==> src/rtl/debounce_pkg.sv <==
// rtl/debounce_pkg.sv - shared state encoding and defaults for the button debouncer
package debounce_pkg;

  localparam logic [1:0] ST_STABLE_LOW  = 2'd0;
  localparam logic [1:0] ST_CHECK_HIGH  = 2'd1;
  localparam logic [1:0] ST_STABLE_HIGH = 2'd2;
  localparam logic [1:0] ST_CHECK_LOW   = 2'd3;

  localparam int DEFAULT_STABLE_CYCLES = 1000000;

  typedef enum logic [1:0] {
    STABLE_LOW  = ST_STABLE_LOW,
    CHECK_HIGH  = ST_CHECK_HIGH,
    STABLE_HIGH = ST_STABLE_HIGH,
    CHECK_LOW   = ST_CHECK_LOW
  } db_state_t;

endpackage

==> src/rtl/debounce_channel.sv <==
// rtl/debounce_channel.sv - single-bit synchroniser, stability FSM and edge strobes
module debounce_channel
  import debounce_pkg::*;
#(
  parameter int STABLE_CYCLES = DEFAULT_STABLE_CYCLES
) (
  input  logic clk,
  input  logic reset,
  input  logic raw_in,
  output logic db_out,
  output logic rise_pulse,
  output logic fall_pulse
);

  localparam int CNT_W = (STABLE_CYCLES > 1) ? $clog2(STABLE_CYCLES) : 1;
  localparam logic [CNT_W-1:0] CNT_LAST = CNT_W'(STABLE_CYCLES - 1);

  logic             s1, s2;
  db_state_t        state, state_n;
  logic [CNT_W-1:0] cnt, cnt_n;
  logic             db_n, rise_n, fall_n;

  always_ff @(posedge clk) begin
    if (reset) begin
      s1         <= 1'b0;
      s2         <= 1'b0;
      state      <= STABLE_LOW;
      cnt        <= '0;
      db_out     <= 1'b0;
      rise_pulse <= 1'b0;
      fall_pulse <= 1'b0;
    end else begin
      s1         <= raw_in;
      s2         <= s1;
      state      <= state_n;
      cnt        <= cnt_n;
      db_out     <= db_n;
      rise_pulse <= rise_n;
      fall_pulse <= fall_n;
    end
  end

  // Outputs are registered from the next state so they change on the same edge as the FSM.
  always_comb begin
    state_n = state;
    cnt_n   = cnt;
    rise_n  = 1'b0;
    fall_n  = 1'b0;
    case (state)
      STABLE_LOW: begin
        if (s2) begin
          state_n = CHECK_HIGH;
          cnt_n   = '0;
        end
      end
      CHECK_HIGH: begin
        if (!s2) begin
          state_n = STABLE_LOW;
          cnt_n   = '0;
        end else if (cnt == CNT_LAST) begin
          state_n = STABLE_HIGH;
          rise_n  = 1'b1;
        end else begin
          cnt_n = cnt + CNT_W'(1);
        end
      end
      STABLE_HIGH: begin
        if (!s2) begin
          state_n = CHECK_LOW;
          cnt_n   = '0;
        end
      end
      CHECK_LOW: begin
        if (s2) begin
          state_n = STABLE_HIGH;
          cnt_n   = '0;
        end else if (cnt == CNT_LAST) begin
          state_n = STABLE_LOW;
          fall_n  = 1'b1;
        end else begin
          cnt_n = cnt + CNT_W'(1);
        end
      end
      default: begin
        state_n = STABLE_LOW;
        cnt_n   = '0;
      end
    endcase
    db_n = (state_n == STABLE_HIGH) || (state_n == CHECK_LOW);
  end

endmodule

==> src/rtl/button_debouncer.sv <==
// rtl/button_debouncer.sv - NUM_CH independent debounce channels for board buttons and switches
module button_debouncer
  import debounce_pkg::*;
#(
  parameter int NUM_CH        = 2,
  parameter int STABLE_CYCLES = DEFAULT_STABLE_CYCLES
) (
  input  logic              clk,
  input  logic              reset,
  input  logic [NUM_CH-1:0] raw_in,
  output logic [NUM_CH-1:0] db_out,
  output logic [NUM_CH-1:0] rise_pulse,
  output logic [NUM_CH-1:0] fall_pulse
);

  for (genvar i = 0; i < NUM_CH; i++) begin : g_ch
    debounce_channel #(
      .STABLE_CYCLES(STABLE_CYCLES)
    ) u_ch (
      .clk       (clk),
      .reset     (reset),
      .raw_in    (raw_in[i]),
      .db_out    (db_out[i]),
      .rise_pulse(rise_pulse[i]),
      .fall_pulse(fall_pulse[i])
    );
  end

endmodule

==> config.mk <==
export PLATFORM = sky130hd
export DESIGN_NAME = button_debouncer
export DESIGN_NICKNAME = d
export VERILOG_FILES = /design/src/rtl/debounce_pkg.sv /design/src/rtl/debounce_channel.sv /design/src/rtl/button_debouncer.sv
export SDC_FILE = /design/constraint.sdc
export NUM_CORES = 1
export LEC_CHECK = 0
export ABC_AREA = 1
export ABC_CLOCK_PERIOD_IN_PS = 1900
export BUFFER_PORTS_ARGS = -buffer_cell sky130_fd_sc_hd__clkbuf_2
export CAP_MARGIN = 15
export CORE_MARGIN = 1.5
export CORE_UTILIZATION = 60
export DETAILED_ROUTE_END_ITERATION = 12
export HOLD_SLACK_MARGIN = 0.06
export MAX_ROUTING_LAYER = met4
export PLACE_DENSITY_LB_ADDON = 0.3
export RECOVER_POWER = 100
export REMOVE_ABC_BUFFERS = 1
export SETUP_SLACK_MARGIN = 0.3
export SLEW_MARGIN = 20
export SYNTH_ARGS = -nofsm -noshare
export SYNTH_HDL_FRONTEND = slang
export SYNTH_SLANG_ARGS = --single-unit
export TNS_END_PERCENT = 10
==> constraint.sdc <==
create_clock -name clk -period 1.9 [get_ports clk]
set_input_delay 0.095 -clock clk [delete_from_list [all_inputs] [get_ports clk]]
set_output_delay 0.095 -clock clk [all_outputs]
set_load 0.005 [all_outputs]
==> summary.txt <==
Worst setup path
  – CP Buf/Inv Count: 3
  – CP Depth: 10
  – R2R setup slack: around 0.27 ns
  – WP data required: 2.11 ns
  – FF-to-FF Start: g_ch[0].u_ch.state[1]$_SDFF_PP0_
  – Crit path cell chain: inv_2 > or2_4 > nand2_2 > inv_2 > nand2_4 > nand2_2 > nand2_4 > inv_4 > o21ai_1 > nor2_1
  – Category of the most critical setup path: reg -> reg
  – CP arrival: roughly 1.8 ns
  – Critical Path Fanout Max: 13
  – Startpoint class of the critical path: flip-flop
  – CP max stage cell: dfxtp_1
  – Reg-to-reg critical path endpoint: g_ch[0].u_ch.cnt[14]$_SDFFE_PP0P_
  – Setup crit end kind: flip-flop
  – R2R depth: 10
  – Largest stage delay, worst path: 0.35 ns
  – CP delay by family, top: simple AND/OR/NAND/NOR gates

CTS
  – Clock buffer count from CTS: 5
  – Sink Count: 54
  – Clock slew at reported path FFs: 0.09 ns
  – CTS tree: built
  – Longest Clk Path Bufs: 2
  – Root Buffer Master: clkbuf_8
  – H-Tree Depth: 2
  – Clock Latency Late Sink: about 0.3 ns

Timing
  – Hold Slack: about 0.18 ns
  – Setup TNS: 0 ns
  – Hold Fails Final Rpt: 0
  – Final setup vio count: 0
  – Slew margin rel.: 0.763
  – RSZ-0062 raised after global routing: true
  – Worst clock skew: 0.00706 ns
  – Final Max Slew Viols: 0
  – Fmax: 613 MHz
  – Worst-Margin Slew: 0.355 ns
  – Tcrit/Tclk final: 0.858
  – Tmin final: 1.63 ns

Hold path
  – Hold Path Class: in -> reg
  – Worst Hold Depth: 3
  – Hold Crit Endpoint: g_ch[0].u_ch.cnt[1]$_SDFFE_PP0P_
  – HP Start: reset

Power
  – Net switching power: 440 uW
  – Internal power: 1590 uW
  – Maximum VDD drop: slightly above 0.4 mV
  – Switching Fraction: 0.217
  – Clock power share: 0.388
  – Comb power frac: 0.049
  – Pleak: 0.00113 uW
  – Pwr Density: between 600 and 700 nW/um^2
  – Seq pwr share: 0.563

Floorplanning
  – Die footprint: roughly 5400 sq um
  – Chip Height: roughly 74 um
  – Die width: 73.6 um
  – Core Footprint: between 4000 and 5000 sq um
  – Starting density of the core: 0.628
  – I/O pin count: 10
  – Row Count: 25

Cells and area
  – Share of layout cells above drive strength 1: 0.141
  – Fillers: 451
  – Layout net count: 460
  – Diode count: 0
  – Area grow syn2layout: 7.37%
  – Fin cells: approximately 520

Synth
  – Post-synthesis mux area share: 0
  – Yosys warnings: 0
  – Synth area leader: dfxtp_1
  – Largest family of logic cells by synthesized area: simple AND/OR/NAND/NOR gates
  – Mapped Area: 2990 sq um
  – Synth Area in Compound Gates: 0.0988
  – Syn_area_per_cell: 6.78 sq um
  – Synth Instances: ~440
  – Distinct cells, synth: 37
  – Most area-consuming cells after synthesis: dfxtp_1 (36%), nand2_1 (12%), nor2_1 (9.8%)
  – Xor/xnor cell area share of the yosys netlist: 0.0147
  – #FFs+latches synth: 54
  – Simple-Gate Fraction of Synth Area: 0.410
  – Sequential share of the synthesized area: 0.362
  – Adder-cell area share of the yosys netlist: 0.00838
  – Post-synth top area share: 0.362

Place
  – Placed Cells incl. Taps: 510
  – I/O Buffers: 9
  – Routability congestion estimate: 0.990
  – DP HPWL: 4860 um

Run status
  – Status: finished clean

Route
  – Final wirelength: 6490 um
  – Via-to-Cell Ratio: 5.29
  – Antenna Violating Nets Remaining: 0
  – DR pass1 iterations: 4
  – WL/cell: about 12 um
  – DR vias: about 2,800
  – Residual DRC count: 0
  – DR iter-0 viols: about 160

Global route
  – First-pass GRT wire length: ~11,000 um
  – Initial antenna violation count: 0
  – Gr ovfl total: 0
  – Vias in the first global route: 2,580
  – GRT Resource Usage Total: 0.269
  – Largest net degree at the start of global routing: 17

Flow run
  – Max Cap Viol: 0
flip-flops by register name, summed over array words and instances (netlist names):
register and cells:
g_ch.u_ch.cnt 40, g_ch.u_ch.db_out 2, g_ch.u_ch.fall_pulse 2, g_ch.u_ch.rise_pulse 2, g_ch.u_ch.s1 2, g_ch.u_ch.s2 2, g_ch.u_ch.state 4
worst max path at each step:
stage | start | slack [ns] | endpoint
6_report | g_ch[0].u_ch.state[1]$_SDFF_PP0_ | 0.27 | g_ch[0].u_ch.cnt[14]$_SDFFE_PP0P_
5_1_grt | g_ch[0].u_ch.cnt[0]$_SDFFE_PP0P_ | 0.14 | g_ch[0].u_ch.cnt[0]$_SDFFE_PP0P_
4_1_cts | g_ch[1].u_ch.cnt[0]$_SDFFE_PP0P_ | 0.31 | g_ch[1].u_ch.cnt[6]$_SDFFE_PP0P_
3_5_place_dp | g_ch[1].u_ch.cnt[0]$_SDFFE_PP0P_ | 0.24 | g_ch[1].u_ch.cnt[6]$_SDFFE_PP0P_
3_3_place_gp | g_ch[1].u_ch.cnt[0]$_SDFFE_PP0P_ | 0.28 | g_ch[1].u_ch.db_out$_SDFF_PP0_
2_1_floorplan | g_ch[1].u_ch.cnt[0]$_SDFFE_PP0P_ | 0.44 | g_ch[1].u_ch.cnt[6]$_SDFFE_PP0P_
routing by layer:
metal,global-route usage,vias to the layer above,part of all wire
met4,0.115,0,0.019
met1,0.301,1248,0.42
li1,-,1427,-
met3,0.0562,13,0.043
met5,-,-,0
met2,0.460,67,0.51
cell usage in the layout, fill, tap and decap left out, types with 2 or more instances in the layout:
| master | netlist | layout |
|---|---|---|
| nand2_4 | 5 | 6 |
| nor2_1 | 78 | 80 |
| clkbuf_8 | 0 | 6 |
| dfxtp_1 | 54 | 50 |
| a21oi_2 | 7 | 6 |
| o21ai_1 | 2 | 3 |
| nand3_2 | 3 | 3 |
| dfxtp_2 | 0 | 3 |
| inv_2 | 9 | 5 |
| nand4_1 | 11 | 11 |
| clkbuf_2 | 0 | 5 |
| inv_4 | 2 | 2 |
| a21oi_1 | 18 | 19 |
| o21ai_2 | 5 | 5 |
| nand2_2 | 9 | 8 |
| nand3b_1 | 2 | 2 |
| o21bai_1 | 3 | 3 |
| o22ai_1 | 2 | 2 |
| buf_4 | 6 | 6 |
| inv_1 | 47 | 51 |
| nand3_1 | 41 | 41 |
| dlygate4sd3_1 | 0 | 2 |
| nand2_1 | 99 | 99 |
| o21a_1 | 2 | 2 |
| xor2_1 | 4 | 4 |
| clkbuf_1 | 2 | 5 |
| o21ai_0 | 8 | 7 |
| nor3_1 | 5 | 6 |
final cells by class:
cell class              instances  area (sq um)  share of cell area
well taps                      67          83.8              0.0261
multi-input cells             316          1590               0.495
clock buffers                   6          82.6              0.0257
clock inverters                 1          30.0             0.00936
inverters                      59           228              0.0710
repair buffers                 18           109              0.0339
flip-flops and latches         54          1090               0.339
power groups by stage:
| stage | Clock, uW | Sequential [uW] | Combinational (uW) |
|---|---|---|---|
| CTS | 800 | 1140 | 100 |
| floorplan | 0 | 1170 | 66.8 |
| detailed placement | 0 | 1170 | 96.5 |
| finish | 787 | 1140 | 98.9 |
| global route | 856 | 1140 | 110 |
| global placement | 0 | 1170 | 94.6 |
what timing repair did:
item,4_1_cts,5_1_grt
pin swaps,0,1
resized for setup,2,12
hold buffers,2,0
endpoints found under the setup margin,10,28
hold endpoints to repair,2,0
buffers inserted,0,2
synth_stat cells, drive strengths merged:
cell type    n
nor3b        1
buf         10
clkbuf       2
or2          1
nor3         7
o21bai       3
dfxtp       54
xor2         4
nor2        81
o21a         2
nand3       45
o22ai        2
ha           2
nand3b       2
nand4       11
o21ai       15
clkinv       1
nand2      113
nor4         1
a21oi       25
inv         58
xnor2        1
cell families (layout without fill, tap and decap cells):
family                     Yosys count  count (layout)
DFF                                 54              54
adders and majority gates            2               2
buffers and inverters               71              84
and+or+nand+nor                    262             262
AOI/OAI and AO/OA                   47              47
xor gates and xnor gates             5               5
worst register-to-register path: cells and delay by family (launching register included):
kind / cells / cell delay (ns)
AND/OR/NAND/NOR: 6 / 0.88
AO/OA/AOI/OAI: 1 / 0.09
flip-flops: 1 / 0.35
buffers and inverters: 3 / 0.23
through the flow:
stage                     instance area, sq um   util  total power, uW  setup WS, ns
after detailed placement                  3060  0.644             1270         0.245
after CTS                                 3200  0.673             2040         0.307
final                                     3210  0.675             2030         0.270
after global routing                      3210  0.675             2110         0.137
after global placement                    3060  0.644             1260         0.277
after floorplan                           2900      -             1240         0.445
(Power assumes the default switching activity.)
